==> config.mk <==
export PLATFORM = sky130hd
export DESIGN_NAME = control_multiciclo_flat
export DESIGN_NICKNAME = d
export VERILOG_FILES = /design/src/rtl/control_multiciclo_if.sv /design/src/rtl/control_multiciclo.sv /design/src/flat_wrapper.sv
export SDC_FILE = /design/constraint.sdc
export NUM_CORES = 1
export LEC_CHECK = 0
export CORE_ASPECT_RATIO = 1.5
export CORE_MARGIN = 2
export CORE_UTILIZATION = 47
export DETAILED_ROUTE_END_ITERATION = 10
export PLACE_DENSITY = 0.88
export SLEW_MARGIN = 20
export SYNTH_ARGS = -nofsm -noshare
export SYNTH_HDL_FRONTEND = slang
export SYNTH_SLANG_ARGS = --single-unit
==> constraint.sdc <==
create_clock -name clk -period 1.9 [get_ports clk]
set_clock_uncertainty 0.05 [all_clocks]
set_input_delay 0.38 -clock clk [delete_from_list [all_inputs] [get_ports clk]]
set_output_delay 0.38 -clock clk [all_outputs]
set_load 0.01 [all_outputs]
==> src/rtl/control_multiciclo_if.sv <==
// Control bundle between the multicycle control FSM and the MIPS-subset datapath.
// The control unit is the master: it reads Opcode/MemListo and drives the strobes and selectors.
interface control_multiciclo_if;
  logic [5:0] Opcode;
  logic       MemListo;
  logic       PCWrite;
  logic       PCWriteCond;
  logic       IorD;
  logic       MemRead;
  logic       MemWrite;
  logic       IRWrite;
  logic       RegDst;
  logic       MemtoReg;
  logic       RegWrite;
  logic       ALUSrcA;
  logic [1:0] ALUSrcB;
  logic [1:0] ALUOp;
  logic [1:0] PCSource;
  logic       Signo;
  logic       Error;
  logic [3:0] Estado;

  modport master (
    input  Opcode, MemListo,
    output PCWrite, PCWriteCond, IorD, MemRead, MemWrite, IRWrite,
           RegDst, MemtoReg, RegWrite, ALUSrcA, ALUSrcB, ALUOp, PCSource,
           Signo, Error, Estado
  );

  modport slave (
    output Opcode, MemListo,
    input  PCWrite, PCWriteCond, IorD, MemRead, MemWrite, IRWrite,
           RegDst, MemtoReg, RegWrite, ALUSrcA, ALUSrcB, ALUOp, PCSource,
           Signo, Error, Estado
  );
endinterface

==> src/rtl/control_multiciclo.sv <==
// Multicycle control FSM for the 32-bit MIPS-subset datapath, with a bounded
// wait on the variable-latency memory and a sticky timeout flag.
module control_multiciclo #(
  parameter int MAX_ESPERA = 15
) (
  input logic                 clk,
  input logic                 rst_n,
  control_multiciclo_if.master bus
);

  typedef enum logic [3:0] {
    FETCH     = 4'd0,
    DECODE    = 4'd1,
    MEM_ADDR  = 4'd2,
    MEM_READ  = 4'd3,
    MEM_WB    = 4'd4,
    MEM_WRITE = 4'd5,
    EXEC_R    = 4'd6,
    R_WB      = 4'd7,
    BRANCH    = 4'd8,
    JUMP      = 4'd9,
    EXEC_I    = 4'd10,
    I_WB      = 4'd11,
    ILEGAL    = 4'd12
  } state_t;

  localparam logic [5:0] OP_R    = 6'b000000;
  localparam logic [5:0] OP_J    = 6'b000010;
  localparam logic [5:0] OP_BEQ  = 6'b000100;
  localparam logic [5:0] OP_ADDI = 6'b001000;
  localparam logic [5:0] OP_SLTI = 6'b001010;
  localparam logic [5:0] OP_ANDI = 6'b001100;
  localparam logic [5:0] OP_ORI  = 6'b001101;
  localparam logic [5:0] OP_LW   = 6'b100011;
  localparam logic [5:0] OP_SW   = 6'b101011;

  localparam logic [7:0] LIMIT = 8'(MAX_ESPERA - 1);

  state_t     state;
  state_t     done_state;
  logic [7:0] cnt;
  logic       error;
  logic       signo;
  logic       is_store;

  logic pcwrite, pcwritecond, iord, memread, memwrite, irwrite;
  logic regdst, memtoreg, regwrite, alusrca;
  logic [1:0] alusrcb, aluop, pcsource;

  function automatic state_t decode_next(input logic [5:0] op);
    case (op)
      OP_R:                              return EXEC_R;
      OP_LW, OP_SW:                      return MEM_ADDR;
      OP_BEQ:                            return BRANCH;
      OP_J:                              return JUMP;
      OP_ADDI, OP_SLTI, OP_ANDI, OP_ORI: return EXEC_I;
      default:                           return ILEGAL;
    endcase
  endfunction

  // Destination of each memory-wait state once MemListo arrives.
  always_comb begin
    done_state = FETCH;
    case (state)
      FETCH:    done_state = DECODE;
      MEM_READ: done_state = MEM_WB;
      default:  done_state = FETCH;
    endcase
  end

  // NOTE: all state updates use <= so every register sees the pre-edge values of the others.
  always_ff @(posedge clk or negedge rst_n) begin
    if (!rst_n) begin
      state    <= FETCH;
      cnt      <= '0;
      error    <= 1'b0;
      signo    <= 1'b1;
      is_store <= 1'b0;
    end else begin
      cnt <= '0;
      case (state)
        FETCH, MEM_READ, MEM_WRITE: begin
          if (bus.MemListo) begin
            state <= done_state;
          end else if (cnt == LIMIT) begin
            error <= 1'b1;
            state <= FETCH;
          end else begin
            cnt <= cnt + 8'd1;
          end
        end
        DECODE: begin
          signo    <= !(bus.Opcode == OP_ANDI || bus.Opcode == OP_ORI);
          // Remember lw/sw here so MEM_ADDR does not need to look at Opcode again.
          is_store <= (bus.Opcode == OP_SW);
          state    <= decode_next(bus.Opcode);
        end
        MEM_ADDR: state <= is_store ? MEM_WRITE : MEM_READ;
        MEM_WB:   state <= FETCH;
        EXEC_R:   state <= R_WB;
        R_WB:     state <= FETCH;
        BRANCH:   state <= FETCH;
        JUMP:     state <= FETCH;
        EXEC_I:   state <= I_WB;
        I_WB:     state <= FETCH;
        default:  state <= FETCH;
      endcase
    end
  end

  // NOTE: every output gets a default first so no path through the case infers a latch.
  always_comb begin
    pcwrite     = 1'b0;
    pcwritecond = 1'b0;
    iord        = 1'b0;
    memread     = 1'b0;
    memwrite    = 1'b0;
    irwrite     = 1'b0;
    regdst      = 1'b0;
    memtoreg    = 1'b0;
    regwrite    = 1'b0;
    alusrca     = 1'b0;
    alusrcb     = 2'b00;
    aluop       = 2'b00;
    pcsource    = 2'b00;
    case (state)
      FETCH: begin
        memread = 1'b1;
        alusrcb = 2'b01;
        irwrite = bus.MemListo;
        pcwrite = bus.MemListo;
      end
      DECODE:   alusrcb = 2'b11;
      MEM_ADDR: begin
        alusrca = 1'b1;
        alusrcb = 2'b10;
      end
      MEM_READ: begin
        memread = 1'b1;
        iord    = 1'b1;
      end
      MEM_WB: begin
        regwrite = 1'b1;
        memtoreg = 1'b1;
      end
      MEM_WRITE: begin
        memwrite = 1'b1;
        iord     = 1'b1;
      end
      EXEC_R: begin
        alusrca = 1'b1;
        aluop   = 2'b10;
      end
      R_WB: begin
        regwrite = 1'b1;
        regdst   = 1'b1;
      end
      BRANCH: begin
        alusrca     = 1'b1;
        aluop       = 2'b01;
        pcwritecond = 1'b1;
        pcsource    = 2'b01;
      end
      JUMP: begin
        pcwrite  = 1'b1;
        pcsource = 2'b10;
      end
      EXEC_I: begin
        alusrca = 1'b1;
        alusrcb = 2'b10;
        aluop   = (bus.Opcode == OP_ADDI) ? 2'b00 : 2'b11;
      end
      I_WB:    regwrite = 1'b1;
      default: ;
    endcase
  end

  // Write strobes are masked by rst_n so none can pulse while reset is held.
  assign bus.PCWrite     = pcwrite     & rst_n;
  assign bus.PCWriteCond = pcwritecond & rst_n;
  assign bus.MemWrite    = memwrite    & rst_n;
  assign bus.IRWrite     = irwrite     & rst_n;
  assign bus.RegWrite    = regwrite    & rst_n;
  assign bus.IorD        = iord;
  assign bus.MemRead     = memread;
  assign bus.RegDst      = regdst;
  assign bus.MemtoReg    = memtoreg;
  assign bus.ALUSrcA     = alusrca;
  assign bus.ALUSrcB     = alusrcb;
  assign bus.ALUOp       = aluop;
  assign bus.PCSource    = pcsource;
  assign bus.Signo       = signo;
  assign bus.Error       = error;
  assign bus.Estado      = state;

endmodule

==> src/flat_wrapper.sv <==
// flat-port wrapper written by rule: the top's interface ports become plain ports
module control_multiciclo_flat 
#(
  parameter int MAX_ESPERA = 15
)
  (clk, rst_n, bus_Opcode, bus_MemListo, bus_PCWrite, bus_PCWriteCond, bus_IorD, bus_MemRead, bus_MemWrite, bus_IRWrite, bus_RegDst, bus_MemtoReg, bus_RegWrite, bus_ALUSrcA, bus_ALUSrcB, bus_ALUOp, bus_PCSource, bus_Signo, bus_Error, bus_Estado);
  control_multiciclo_if bus_i ();
  input logic clk;
  input logic rst_n;
  input wire logic [$bits(bus_i.Opcode)-1:0] bus_Opcode;
  input wire logic [$bits(bus_i.MemListo)-1:0] bus_MemListo;
  output wire logic [$bits(bus_i.PCWrite)-1:0] bus_PCWrite;
  output wire logic [$bits(bus_i.PCWriteCond)-1:0] bus_PCWriteCond;
  output wire logic [$bits(bus_i.IorD)-1:0] bus_IorD;
  output wire logic [$bits(bus_i.MemRead)-1:0] bus_MemRead;
  output wire logic [$bits(bus_i.MemWrite)-1:0] bus_MemWrite;
  output wire logic [$bits(bus_i.IRWrite)-1:0] bus_IRWrite;
  output wire logic [$bits(bus_i.RegDst)-1:0] bus_RegDst;
  output wire logic [$bits(bus_i.MemtoReg)-1:0] bus_MemtoReg;
  output wire logic [$bits(bus_i.RegWrite)-1:0] bus_RegWrite;
  output wire logic [$bits(bus_i.ALUSrcA)-1:0] bus_ALUSrcA;
  output wire logic [$bits(bus_i.ALUSrcB)-1:0] bus_ALUSrcB;
  output wire logic [$bits(bus_i.ALUOp)-1:0] bus_ALUOp;
  output wire logic [$bits(bus_i.PCSource)-1:0] bus_PCSource;
  output wire logic [$bits(bus_i.Signo)-1:0] bus_Signo;
  output wire logic [$bits(bus_i.Error)-1:0] bus_Error;
  output wire logic [$bits(bus_i.Estado)-1:0] bus_Estado;
  assign bus_i.Opcode = bus_Opcode;
  assign bus_i.MemListo = bus_MemListo;
  assign bus_PCWrite = bus_i.PCWrite;
  assign bus_PCWriteCond = bus_i.PCWriteCond;
  assign bus_IorD = bus_i.IorD;
  assign bus_MemRead = bus_i.MemRead;
  assign bus_MemWrite = bus_i.MemWrite;
  assign bus_IRWrite = bus_i.IRWrite;
  assign bus_RegDst = bus_i.RegDst;
  assign bus_MemtoReg = bus_i.MemtoReg;
  assign bus_RegWrite = bus_i.RegWrite;
  assign bus_ALUSrcA = bus_i.ALUSrcA;
  assign bus_ALUSrcB = bus_i.ALUSrcB;
  assign bus_ALUOp = bus_i.ALUOp;
  assign bus_PCSource = bus_i.PCSource;
  assign bus_Signo = bus_i.Signo;
  assign bus_Error = bus_i.Error;
  assign bus_Estado = bus_i.Estado;
  control_multiciclo #(.MAX_ESPERA(MAX_ESPERA)) u_core (.clk(clk), .rst_n(rst_n), .bus(bus_i));
endmodule
Word level (Yosys, flattened, before mapping)
Index checks and enable logic that the tools add are counted.
- reduce and logical (&&, ||, !) cells: 13
- equal/unequal tests: 21
- $add $sub $neg: 1
- multiplexer cells: 23
- bitwise gates (word level): 6
- operators by type and width (operator ; count):
    $pmux W4 S5 ; 2
    $eq A6 B4 Y1 const B ; 4
    $mux W8 ; 3
    $eq A4 B3 Y1 const B ; 4
    $eq A4 B4 Y1 const B ; 4
    $eq A6 B6 Y1 const B ; 2
    $pmux W2 S3 ; 2
    $mux W1 ; 9
    $add A8 B1 Y8 const B ; 1
    $eq A4 B2 Y1 const B ; 2
    $eq A8 B4 Y1 const B ; 1
    $mux W4 ; 2
    $reduce_or A2 Y1 ; 4
    $reduce_or A4 Y1 ; 2
    $eq A6 B2 Y1 const B ; 1
    $eq A6 B3 Y1 const B ; 1
    $logic_not A6 Y1 ; 1
    $pmux W3 S2 ; 1
    $reduce_or A3 Y1 ; 2
    $and A1 B1 Y1 ; 5
    $eq A4 B1 Y1 const B ; 1
    $logic_not A4 Y1 ; 1
    $pmux W2 S2 ; 1
    $mux W3 ; 1
    7 further kinds ; 7
- output and inout port bits: 22
- input bits: 9
- register bits: 15
- word-level logic and storage cells: 69

Depth between registers and ports, before layout
Gate-level depths: netlist (run 1).
- depth in word-level cells: 4
- mapped depth: 6

Worst setup path before layout (run 1)
OpenSTA, ideal clock, no wires.
- path kind: reg2out
- start point: register u_core.state[1], in the netlist u_core.bus.Estado[1]
- end point: output bus_RegWrite
- slack: 145 ps
- data required time: 1470 ps
- stages on the path, launching flop included: 5
- arrival time: 1325 ps
- path through: dfrtp_1 > buf_6 > clkbuf_1 > nor3_1 > o21a_1
- cells in the longest elaborated chain, start to end: 4
- elaborated cells between the ends (all ways): 6
- RTL lines (element ; line ; RTL):
    start: declaration ; control_multiciclo.sv:39 ; state_t state;
    start signal: assignment ; control_multiciclo.sv:84 ; state <= done_state;
    start signal: assignment ; control_multiciclo.sv:96 ; state <= decode_next(bus.Opcode);
    start signal: assignment ; control_multiciclo.sv:98 ; MEM_ADDR: state <= is_store ? MEM_WRITE : MEM_READ;
    $eq A4 B3 Y1 or $eq A4 B4 Y1 (tied branches) ; control_multiciclo.sv:126 ; case (state)
    $reduce_or A3 Y1 (no source line) (*) ; - ;
    $mux W1 (*) ; control_multiciclo.sv:126 ;
    $and A1 B1 Y1 (*) ; control_multiciclo.sv:183 ; assign bus.RegWrite = regwrite & rst_n;
    end: declaration ; flat_wrapper.sv:20 ; output wire logic [$bits(bus_i.RegWrite)-1:0] bus_RegWrite;
Mark *: on every way between the ends. The rest lies on a longest branch, timed or not.

Final worst setup path (run 1)
- start point: register u_core.state[2], in the netlist u_core.bus.Estado[2]
- end point: output bus_RegWrite
The elaborated chain is that of the path after synthesis.

==> impl_metrics.json, run 1 <==
{
  "synth_compound_area_share_pct": 19.91,
  "cp.arrival_ns": 1.59,
  "drive_gt1_share_pct": 55.39,
  "final_net_count": 216,
  "dr.pass1.iters": 4,
  "clkSinkCount": 15,
  "critPathMaxFanout": 4,
  "htree_num_levels": 1,
  "postSynthAreaPerCell_sq_um": 8.574,
  "synth-adder-area-share_pct": 2.262,
  "synth_mux_area_share_pct": 0.9050,
  "remaining_drc_errors": 0,
  "antenna_found_initial": 0,
  "synth-simple-area-share_pct": 30.54,
  "yosysTopAreaCellShare_pct": 31.67,
  "fp-row-count": 21,
  "async_flop_share_pct": 100.0,
  "yosysTopAreaCell": "dfrtp_1",
  "cp-end-kind": "output pin",
  "tightest_slew_ns": 0.4577,
  "die_area_sq_mm": 0.002766,
  "violations": "negative setup slack",
  "max_freq_ghz": 0.4942,
  "max_cap_violations": 0,
  "r2r_start": "u_core.bus.Estado[2]$_DFFE_PN0P_",
  "rsz0062_at_grt": "yes",
  "leakage_nw": 0.9403,
  "hp-class": "input port to async pin",
  "grt_pass1_vias": 1363,
  "pwr-share-clk_pct": 8.5,
  "period_needed_ns": 2.023,
  "synthTopCellsByCount": "15 x nor2_1, 14 x dfrtp_1, 10 x nand2_1, 10 x nor3_1, 6 x a21oi_1",
  "synth-seq-area-share_pct": 34.05,
  "avgViaCountPerCell": 6.374,
  "gr-usage-all-layers_pct": 31.24,
  "switching_power_mw": 1.066,
  "synth.most_common_cell": "nor2_1",
  "grt_max_degree": 16,
  "critPathLaunchType": "flop",
  "ys_warn_count": 0,
  "worst_slack_ns": -0.1234,
  "r2r_slack_ns": -0.02,
  "gp_congestion": 0.8185,
  "io_pins": 31,
  "worstRegToRegCells": 5,
  "hpwl_mm": 2.337,
  "finalMaxSlewViolations": 0,
  "design.core.area_sq_mm": 0.002233,
  "internal_power_mw": 1.343,
  "die_x_microns": 43.61,
  "switching_share_pct": 44.25,
  "min_period_over_period_pct": 106.5,
  "required_ns": 1.47,
  "synth_edf_count": 0,
  "hold_buffers": 0,
  "numCtsBuffers": 3,
  "power_density_mw_per_mm2": 1227,
  "synth_fp_nets": 140,
  "cts_max_path_buffers": 2,
  "synth-main-ff-cell": "dfrtp_1",
  "start_util_pct": 49.52,
  "status": "finished with violations",
  "synth_area_sq_mm": 0.001106,
  "combinationalPowerShare_pct": 70.9,
  "slew_headroom_pct": 69.21,
  "ys_types": 48,
  "grt_pass1_wl_mm": 6.520,
  "root_buffer": "clkbuf_4",
  "path_clk_slew_ns": 0.10,
  "peakVddDrop_uv": 772.3,
  "wl_per_cell_microns": 22.03,
  "grt-ovfl-total": 0,
  "synth_area_leaders": "dfrtp_1 32%, nor2_1 5.1%, nor3_1 4.5%",
  "r2r-end": "u_core.bus.Estado[1]$_DFFE_PN0P_",
  "synthXorXnorAreaFrac_pct": 5.543,
  "hold_viol": 0,
  "vias": 1447,
  "ys_ff_latch": 15,
  "cts_tree": "built",
  "wl_mm": 5.000,
  "clk_latency_ns": 0.31,
  "worst_hold_slack_ns": 0.2369,
  "setup_viol": 7,
  "portBuffers": 30,
  "worst-setup-path-type": "flop to output pin",
  "instances_no_fill": 227,
  "synth_top_family_by_area": "simple AND/OR/NAND/NOR gates",
  "fill_cells": 113,
  "syn_inst": 129,
  "placed_cells": 202,
  "dieHeight_microns": 63.42,
  "dr.first_iter.drc_count": 62,
  "diodes": 0,
  "area_delta_synth_final_pct": 77.60,
  "pwr-share-seq_pct": 20.5,
  "antenna_left": 0
}
-- critical path, cell delays in order, from the launching register on --
cell,delay [ns]
dfrtp_2,0.43
buf_4,0.16
nand2b_4,0.07
buf_4,0.16
a21oi_1,0.19
o21a_1,0.15
buf_2,0.13
-- kinds of logic after synthesis --
| kind of cell | Yosys count |
|---|---|
| adders and majority gates | 2 |
| muxes | 1 |
| and+or+nand+nor | 63 |
| DFF | 15 |
| buffers and inverters | 14 |
| xor gates and xnor gates | 7 |
| AOI/OAI and AO/OA | 27 |
-- sequential cells by signal, summed over array words and instances (netlist names) --
signal / count
u_core.bus.Error: 1
u_core.is_store: 1
u_core.cnt: 8
u_core.bus.Estado: 4
u_core.bus.Signo: 1
-- per-stage QoR --
| step | setup TNS [ns] | worst slack (ns) | util [%] | instance area, sq um | power, mW |
|---|---|---|---|---|---|
| 3_3_place_gp | -2.992 | -0.5229 | 71.82 | 1604 | 1.596 |
| 3_5_place_dp | -3.390 | -0.5836 | 71.82 | 1604 | 1.628 |
| 4_1_cts | -0.3230 | -0.2503 | 80.45 | 1797 | 2.042 |
| 5_1_grt | -0.7289 | -0.1270 | 87.96 | 1964 | 2.509 |
| 6_report | -0.2933 | -0.1234 | 87.96 | 1964 | 2.409 |
| 2_1_floorplan | 0 | 0.1450 | - | 1106 | 1.048 |
-- placed cells by master, fill, tap and decap left out, types with 2 or more instances in the layout --
cell,Yosys,layout
and3_1,3,3
nor3_1,10,5
xor2_1,5,5
or4b_4,0,2
nand2b_4,0,3
dlymetal6s2s_1,0,5
ha_1,2,2
clkbuf_4,0,3
clkdlybuf4s50_1,0,3
nand2_1,10,8
nor3_2,0,2
o21a_1,2,2
nand2b_1,5,2
a221o_1,2,2
inv_1,3,2
buf_2,2,9
nor3b_2,0,2
clkbuf_2,1,5
dlygate4sd2_1,0,7
a21oi_2,0,2
nand4_1,2,2
nor2_2,0,9
nor3_4,0,3
buf_4,1,44
dfrtp_1,14,10
nor4_1,3,2
nand3_1,2,2
dfrtp_2,0,4
buf_6,2,9
nor2_1,15,5
a21oi_1,6,4
-- power groups by stage --
stage	Combinational (mW)	Sequential [mW]	Clock (mW)
4_1_cts	1.37	0.469	0.202
3_3_place_gp	1.11	0.483	0
6_report	1.71	0.495	0.205
5_1_grt	1.80	0.499	0.210
3_5_place_dp	1.14	0.490	0
2_1_floorplan	0.582	0.466	0
-- area by class of cell --
class,instances,area (sq um),area share [%]
multi-input cells,100,854.6,43.50
repair buffers,82,655.6,33.38
flip-flops and latches,15,381.6,19.43
well taps,23,28.78,1.465
clock buffers,3,22.52,1.146
inverters,3,13.76,0.7006
clock inverters,1,7.507,0.3822
-- per-layer routing --
| layer | wire length (microns) | track usage [%] | vias up |
|---|---|---|---|
| met5 | 0 | 0 | - |
| met4 | 284 | 17.80 | 0 |
| met3 | 290 | 1.719 | 28 |
| met2 | 2661 | 54.78 | 85 |
| met1 | 1764 | 35.69 | 718 |
| li1 | - | - | 616 |
-- worst max path at each step --
stage | from | end | slack, ns | depth (start not counted)
6_report | u_core.bus.Estado[2]$_DFFE_PN0P_ | bus_RegWrite | -0.12 | 6
5_1_grt | u_core.bus.Estado[2]$_DFFE_PN0P_ | bus_RegWrite | -0.13 | 6
4_1_cts | bus_Opcode[5] | bus_ALUOp[1] | -0.25 | 6
3_5_place_dp | bus_Opcode[5] | bus_ALUOp[1] | -0.58 | 6
3_3_place_gp | bus_Opcode[5] | bus_ALUOp[1] | -0.52 | 6
2_1_floorplan | u_core.bus.Estado[1]$_DFFE_PN0P_ | bus_RegWrite | 0.14 | 4
-- repair_timing --
item                       4_1_cts  5_1_grt
gates resized for setup         76       57
pin swaps                        7       12
setup endpoints to repair       21       28
gates cloned                     0        0
buffers inserted                17        4
No activity file was read; power rests on OpenSTA's default activity.
==> inputs of run 2 (changes only) <==
--- a/config.mk
+++ b/config.mk
@@ -6,7 +6,6 @@
 export NUM_CORES = 1
 export LEC_CHECK = 0
 export CORE_ASPECT_RATIO = 1.5
-export CORE_MARGIN = 2
 export CORE_UTILIZATION = 47
 export DETAILED_ROUTE_END_ITERATION = 10
 export PLACE_DENSITY = 0.88
==> run 2 against run 1 <==
  * Via count decreased by 7.7%
  * The run still ends with negative setup slack left
  * Largest power group unchanged
  * Critical endpoint is now u_core.bus.Estado[2]$_DFFE_PN0P_
  * Flip-flop and latch count unchanged
  * Count of clock-buffer cells in the layout is 1 higher
  * Highest routed layer unchanged
  * Fmax increased by 5.9%
  * Sequential share of layout area increased by 1.5 points
==> impl_metrics.json, run 2 (synthesis gave the netlist of run 1 again) <==
{
  "worst-setup-path-type": "flop to flop",
  "die_area_sq_mm": 0.002555,
  "wl_per_cell_microns": 19.28,
  "htree_num_levels": 1,
  "path_clk_slew_ns": 0.09,
  "max_flop_register": "u_core.cnt",
  "finalSetupTns_ns": -0.01224,
  "grt_max_degree": 16,
  "leakage_nw": 0.9076,
  "max_cap_violations": 0,
  "grt_pass1_wl_mm": 5.782,
  "design.core.area_sq_mm": 0.002233,
  "grt_pass1_vias": 1280,
  "clkSinkCount": 15,
  "dieHeight_microns": 61.42,
  "layout_common_cells": "39 x buf_4, 10 x dfrtp_1",
  "critPathBufInv": 2,
  "io_pins": 31,
  "slowest_stage": "or4b_4",
  "tightest_slew_ns": 0.4008,
  "worst_slack_ns": -0.01014,
  "path_delay_family": "simple AND/OR/NAND/NOR gates",
  "antenna_found_initial": 0,
  "portBuffers": 30,
  "remaining_drc_errors": 0,
  "hold_buffers": 0,
  "wl_mm": 4.223,
  "hp-class": "input port to async pin",
  "crit_chain": "buf_4 > buf_4 > or4b_4 > a31oi_1 > o311ai_1 > o211ai_1",
  "cts_max_path_buffers": 2,
  "cp.depth": 6,
  "critPathMaxFanout": 5,
  "pre_cts_slack_ns": -0.6115,
  "required_ns": 2.06,
  "worstRegToRegCells": 6,
  "power_density_mw_per_mm2": 1156,
  "dr.first_iter.drc_count": 73,
  "gp_congestion": 0.8693,
  "path_common_cell": "buf_4",
  "dr.pass1.iters": 4,
  "final_common_cell": "buf_4",
  "min_period_over_period_pct": 100.5,
  "cts_tree": "built",
  "finalMaxSlewViolations": 0,
  "max_freq_ghz": 0.5235,
  "area_delta_synth_final_pct": 65.16,
  "fp-row-count": 21,
  "root_buffer": "clkbuf_4",
  "avgViaCountPerCell": 6.100,
  "hold_viol": 0,
  "diodes": 0,
  "peakVddDrop_uv": 680.2,
  "largest_reg_flops": 8,
  "start_util_pct": 49.52,
  "cp-end-kind": "flop",
  "rsz0062_at_grt": "yes",
  "r2r_slack_ns": -0.01,
  "numCtsBuffers": 3,
  "slew_headroom_pct": 73.03,
  "hpwl_mm": 2.398,
  "slowest_delay_ns": 0.56,
  "cp.arrival_ns": 2.07,
  "critPathLaunchType": "flop",
  "period_needed_ns": 1.910,
  "vias": 1336,
  "setup_viol": 2,
  "status": "finished with violations",
  "grt-ovfl-total": 0,
  "die_x_microns": 41.61,
  "drive_gt1_share_pct": 47.45,
  "final_net_count": 208,
  "antenna_left": 0,
  "violations": "negative setup slack",
  "clk_latency_ns": 0.29,
  "gr-usage-all-layers_pct": 29.99
}
[run 2: cell types whose count changed in the layout (fill, tap and decap cells not counted), sizes merged, moves of 2 or more]
cell	before	now
clkbuf	8	10
dlygate4sd2	7	4
buf	62	53
dlymetal6s2s	5	8
[run 2: where the power goes]
part	leakage, nW	switching, mW	internal [mW]
Combinational	0.697	0.719	0.730
Clock	0.0150	0.104	0.0818
Sequential	0.196	0.0833	0.393
[run 2: area by class of cell]
| class | count | area (sq um) |
|---|---|---|
| Sequential cell | 15 | 381.6 |
| Fill cell | 133 | 406.6 |
| Clock buffer | 4 | 26.28 |
| Inverter | 3 | 11.26 |
| Tap cell | 23 | 28.78 |
| Multi-Input combinational cell | 100 | 774.5 |
| Timing Repair Buffer | 74 | 604.3 |
[run 2: worst paths after layout]
path                                             startpoint                               end
setup / recovery           u_core.bus.Estado[1]$_DFFE_PN0P_  u_core.bus.Estado[2]$_DFFE_PN0P_
hold / removal                                        rst_n           u_core.cnt[2]$_DFF_PN0_
setup reg to reg           u_core.bus.Estado[1]$_DFFE_PN0P_  u_core.bus.Estado[2]$_DFFE_PN0P_
hold reg to reg                u_core.bus.Error$_DFFE_PN0P_      u_core.bus.Error$_DFFE_PN0P_
max in group asynchronous                             rst_n      u_core.bus.Signo$_DFFE_PN1P_
min in group clk               u_core.bus.Error$_DFFE_PN0P_      u_core.bus.Error$_DFFE_PN0P_
[run 2: routing by layer]
metal,share of wire [%],wire [microns],vias up,track usage (%)
li1,-,-,604,-
met1,38,1587,648,33.09
met2,55,2329,68,53.79
met3,3.7,156,16,5.279
met4,3.5,148,0,18.89
met5,0,0,-,0
[run 2: through the flow]
| step | area, sq um | util, % | power [mW] | hold slack (ns) | std cells |
|---|---|---|---|---|---|
| 2_1_floorplan | 1106 | - | 1.048 | 0.03441 | 129 |
| 3_3_place_gp | 1604 | 71.82 | 1.596 | 0.3904 | 202 |
| 3_5_place_dp | 1604 | 71.82 | 1.632 | 0.3963 | 202 |
| 4_1_cts | 1740 | 77.93 | 1.977 | 0.2331 | 215 |
| 5_1_grt | 1827 | 81.79 | 2.225 | 0.2710 | 219 |
| 6_report | 1827 | 81.79 | 2.112 | 0.2558 | 219 |
[run 2: worst reg2reg max path, cell delays in order (launching register included)]
cell	delay, ns
dfrtp_2	0.44
buf_4	0.16
buf_4	0.15
or4b_4	0.56
a31oi_1	0.21
o311ai_1	0.15
o211ai_1	0.12
[run 2: repair_timing]
action | in CTS | in global routing
setup endpoints to repair | 30 | 28
pin swaps | 6 | 13
endpoints found under the hold margin | 0 | 0
gates resized for setup | 69 | 39
buffers inserted | 9 | 4
==> inputs of run 3 (changes only) <==
--- a/config.mk
+++ b/config.mk
@@ -6,9 +6,9 @@
 export NUM_CORES = 1
 export LEC_CHECK = 0
 export CORE_ASPECT_RATIO = 1.5
-export CORE_UTILIZATION = 47
+export CORE_UTILIZATION = 45
 export DETAILED_ROUTE_END_ITERATION = 10
-export PLACE_DENSITY = 0.88
+export PLACE_DENSITY = 0.85
 export SLEW_MARGIN = 20
 export SYNTH_ARGS = -nofsm -noshare
 export SYNTH_HDL_FRONTEND = slang
==> run 3 against run 2 <==
  * The flow still finishes with violations (negative setup slack)
  * Global-route usage is 7.4 points higher
  * Hold slack got worse by 0.070 ns
  * Routed wire length rose by 33%
  * Register-to-register slack got worse by 0.08 ns
  * Power grew 25%
  * Via count is 14% higher
  * Count of clock-buffer cells in the layout decreased by 1
  * Worst setup slack worse by 0.093 ns
  * Critical path depth is the same
  * Die area is 4.3% higher
  * Critical path type is now flop to output pin
  * Critical endpoint is now bus_IRWrite
  * Largest cell class unchanged
==> impl_metrics.json, run 3 (synthesis gave the netlist of run 1 again) <==
{
  "hpwl_mm": 2.517,
  "clkSinkCount": 15,
  "tightest_slew_ns": 0.4755,
  "io_pins": 31,
  "cp.arrival_ns": 1.57,
  "max_flop_register": "u_core.cnt",
  "grt-ovfl-total": 0,
  "critPathLaunchType": "flop",
  "r2r_start": "u_core.bus.Estado[2]$_DFFE_PN0P_",
  "fill_cells": 86,
  "path_clk_slew_ns": 0.10,
  "hp-class": "input port to async pin",
  "status": "finished with violations",
  "power_density_mw_per_mm2": 1244,
  "root_buffer": "clkbuf_4",
  "peakVddDrop_uv": 850.5,
  "period_needed_ns": 2.003,
  "htree_num_levels": 1,
  "max_cap_violations": 0,
  "vias": 1526,
  "min_period_over_period_pct": 105.4,
  "worst_slack_ns": -0.1031,
  "start_util_pct": 48.39,
  "dieHeight_microns": 62.72,
  "final_net_count": 224,
  "final_common_cell": "buf_4",
  "hold_viol": 0,
  "violations": "negative setup slack",
  "required_ns": 1.47,
  "die_area_sq_mm": 0.002664,
  "area_delta_synth_final_pct": 91.29,
  "design.core.area_sq_mm": 0.002286,
  "remaining_drc_errors": 0,
  "dr.first_iter.drc_count": 87,
  "max_freq_ghz": 0.4992,
  "numCtsBuffers": 3,
  "gr-usage-all-layers_pct": 37.35,
  "diodes": 0,
  "antenna_left": 0,
  "finalMaxSlewViolations": 0,
  "postPlaceCellArea_sq_mm": 0.001649,
  "setup_viol": 20,
  "drive_gt1_share_pct": 57.08,
  "dr.pass1.iters": 4,
  "stdcell_area_sq_mm": 0.002116,
  "clk_latency_ns": 0.31,
  "fp-row-count": 21,
  "antenna_found_initial": 0,
  "worstRegToRegCells": 8,
  "die_x_microns": 42.48,
  "worst_hold_slack_ns": 0.1859,
  "wl_mm": 5.636,
  "layout_common_cells": "40 x buf_4, 16 x buf_6, 12 x buf_2",
  "pre_cts_slack_ns": -0.5595,
  "finalSetupTns_ns": -1.006,
  "critPathMaxFanout": 3,
  "hold_buffers": 0,
  "worstSetupStartpoint": "u_core.bus.Estado[2]$_DFFE_PN0P_",
  "wl_per_cell_microns": 23.98,
  "grt_pass1_wl_mm": 7.438,
  "worst-setup-path-type": "flop to output pin",
  "leakage_nw": 1.003,
  "portBuffers": 30,
  "cts_max_path_buffers": 2,
  "cp-end-kind": "output pin",
  "avgViaCountPerCell": 6.494,
  "grt_max_degree": 16,
  "rsz0062_at_grt": "yes",
  "cts_tree": "built",
  "largest_reg_flops": 8,
  "grt_pass1_vias": 1501,
  "slew_headroom_pct": 68.06,
  "gp_congestion": 0.8782
}
## run 3: cell type report
type | count | area [sq um] | area share (%)
inverters | 3 | 18.77 | 0.8870
well taps | 23 | 28.78 | 1.360
clock inverters | 1 | 7.507 | 0.3548
repair buffers | 90 | 773.2 | 36.55
multi-input cells | 100 | 883.3 | 41.75
flip-flops and latches | 15 | 381.6 | 18.04
clock buffers | 3 | 22.52 | 1.064
## run 3: worst max-delay path: stages (launching register included)
cell     delay (ns)
dfrtp_2        0.44
buf_6          0.14
buf_6          0.11
nor2_4         0.10
nand3_2        0.08
nor3_2         0.20
buf_2          0.17
## run 3: final timing paths
| check | endpoint | slack, ns |
|---|---|---|
| setup / recovery | bus_IRWrite | -0.10 |
| hold / removal | u_core.bus.Estado[3]$_DFFE_PN0P_ | 0.19 |
| setup reg to reg | u_core.cnt[3]$_DFF_PN0_ | -0.09 |
| hold reg to reg | u_core.bus.Error$_DFFE_PN0P_ | 0.43 |
| max in group asynchronous | u_core.bus.Signo$_DFFE_PN1P_ | 1.37 |
| min in group clk | u_core.bus.Error$_DFFE_PN0P_ | 0.43 |
## run 3: per-layer routing
layer,wire (microns),GRT usage (%),vias up
met1,1873,37.89,712
met4,541,27.73,0
li1,-,-,638
met3,324,6.358,51
met5,0,0,-
met2,2897,65.38,125
## run 3: power by group
part | switching [mW] | total [mW] | internal [mW] | leakage (nW)
Sequential | 0.0720 | 0.465 | 0.393 | 0.196
Combinational | 0.975 | 1.96 | 0.989 | 0.793
Clock | 0.122 | 0.202 | 0.0808 | 0.0139
Total | 1.17 | 2.63 | 1.46 | 1.00
## run 3: repair_timing
item / 4_1_cts / 5_1_grt
endpoints found under the hold margin: 0 / 0
setup buffers: 15 / 9
gates resized for setup: 96 / 57
pin swaps: 6 / 21
endpoints found under the setup margin: 21 / 28
## run 3: per-stage QoR
| stage | total power, mW | cells | util, % |
|---|---|---|---|
| after floorplan | 1.048 | 129 | - |
| after global placement | 1.664 | 208 | 72.14 |
| after detailed placement | 1.697 | 208 | 72.14 |
| after CTS | 2.126 | 227 | 81.45 |
| after global routing | 2.728 | 235 | 92.56 |
| final | 2.632 | 235 | 92.56 |
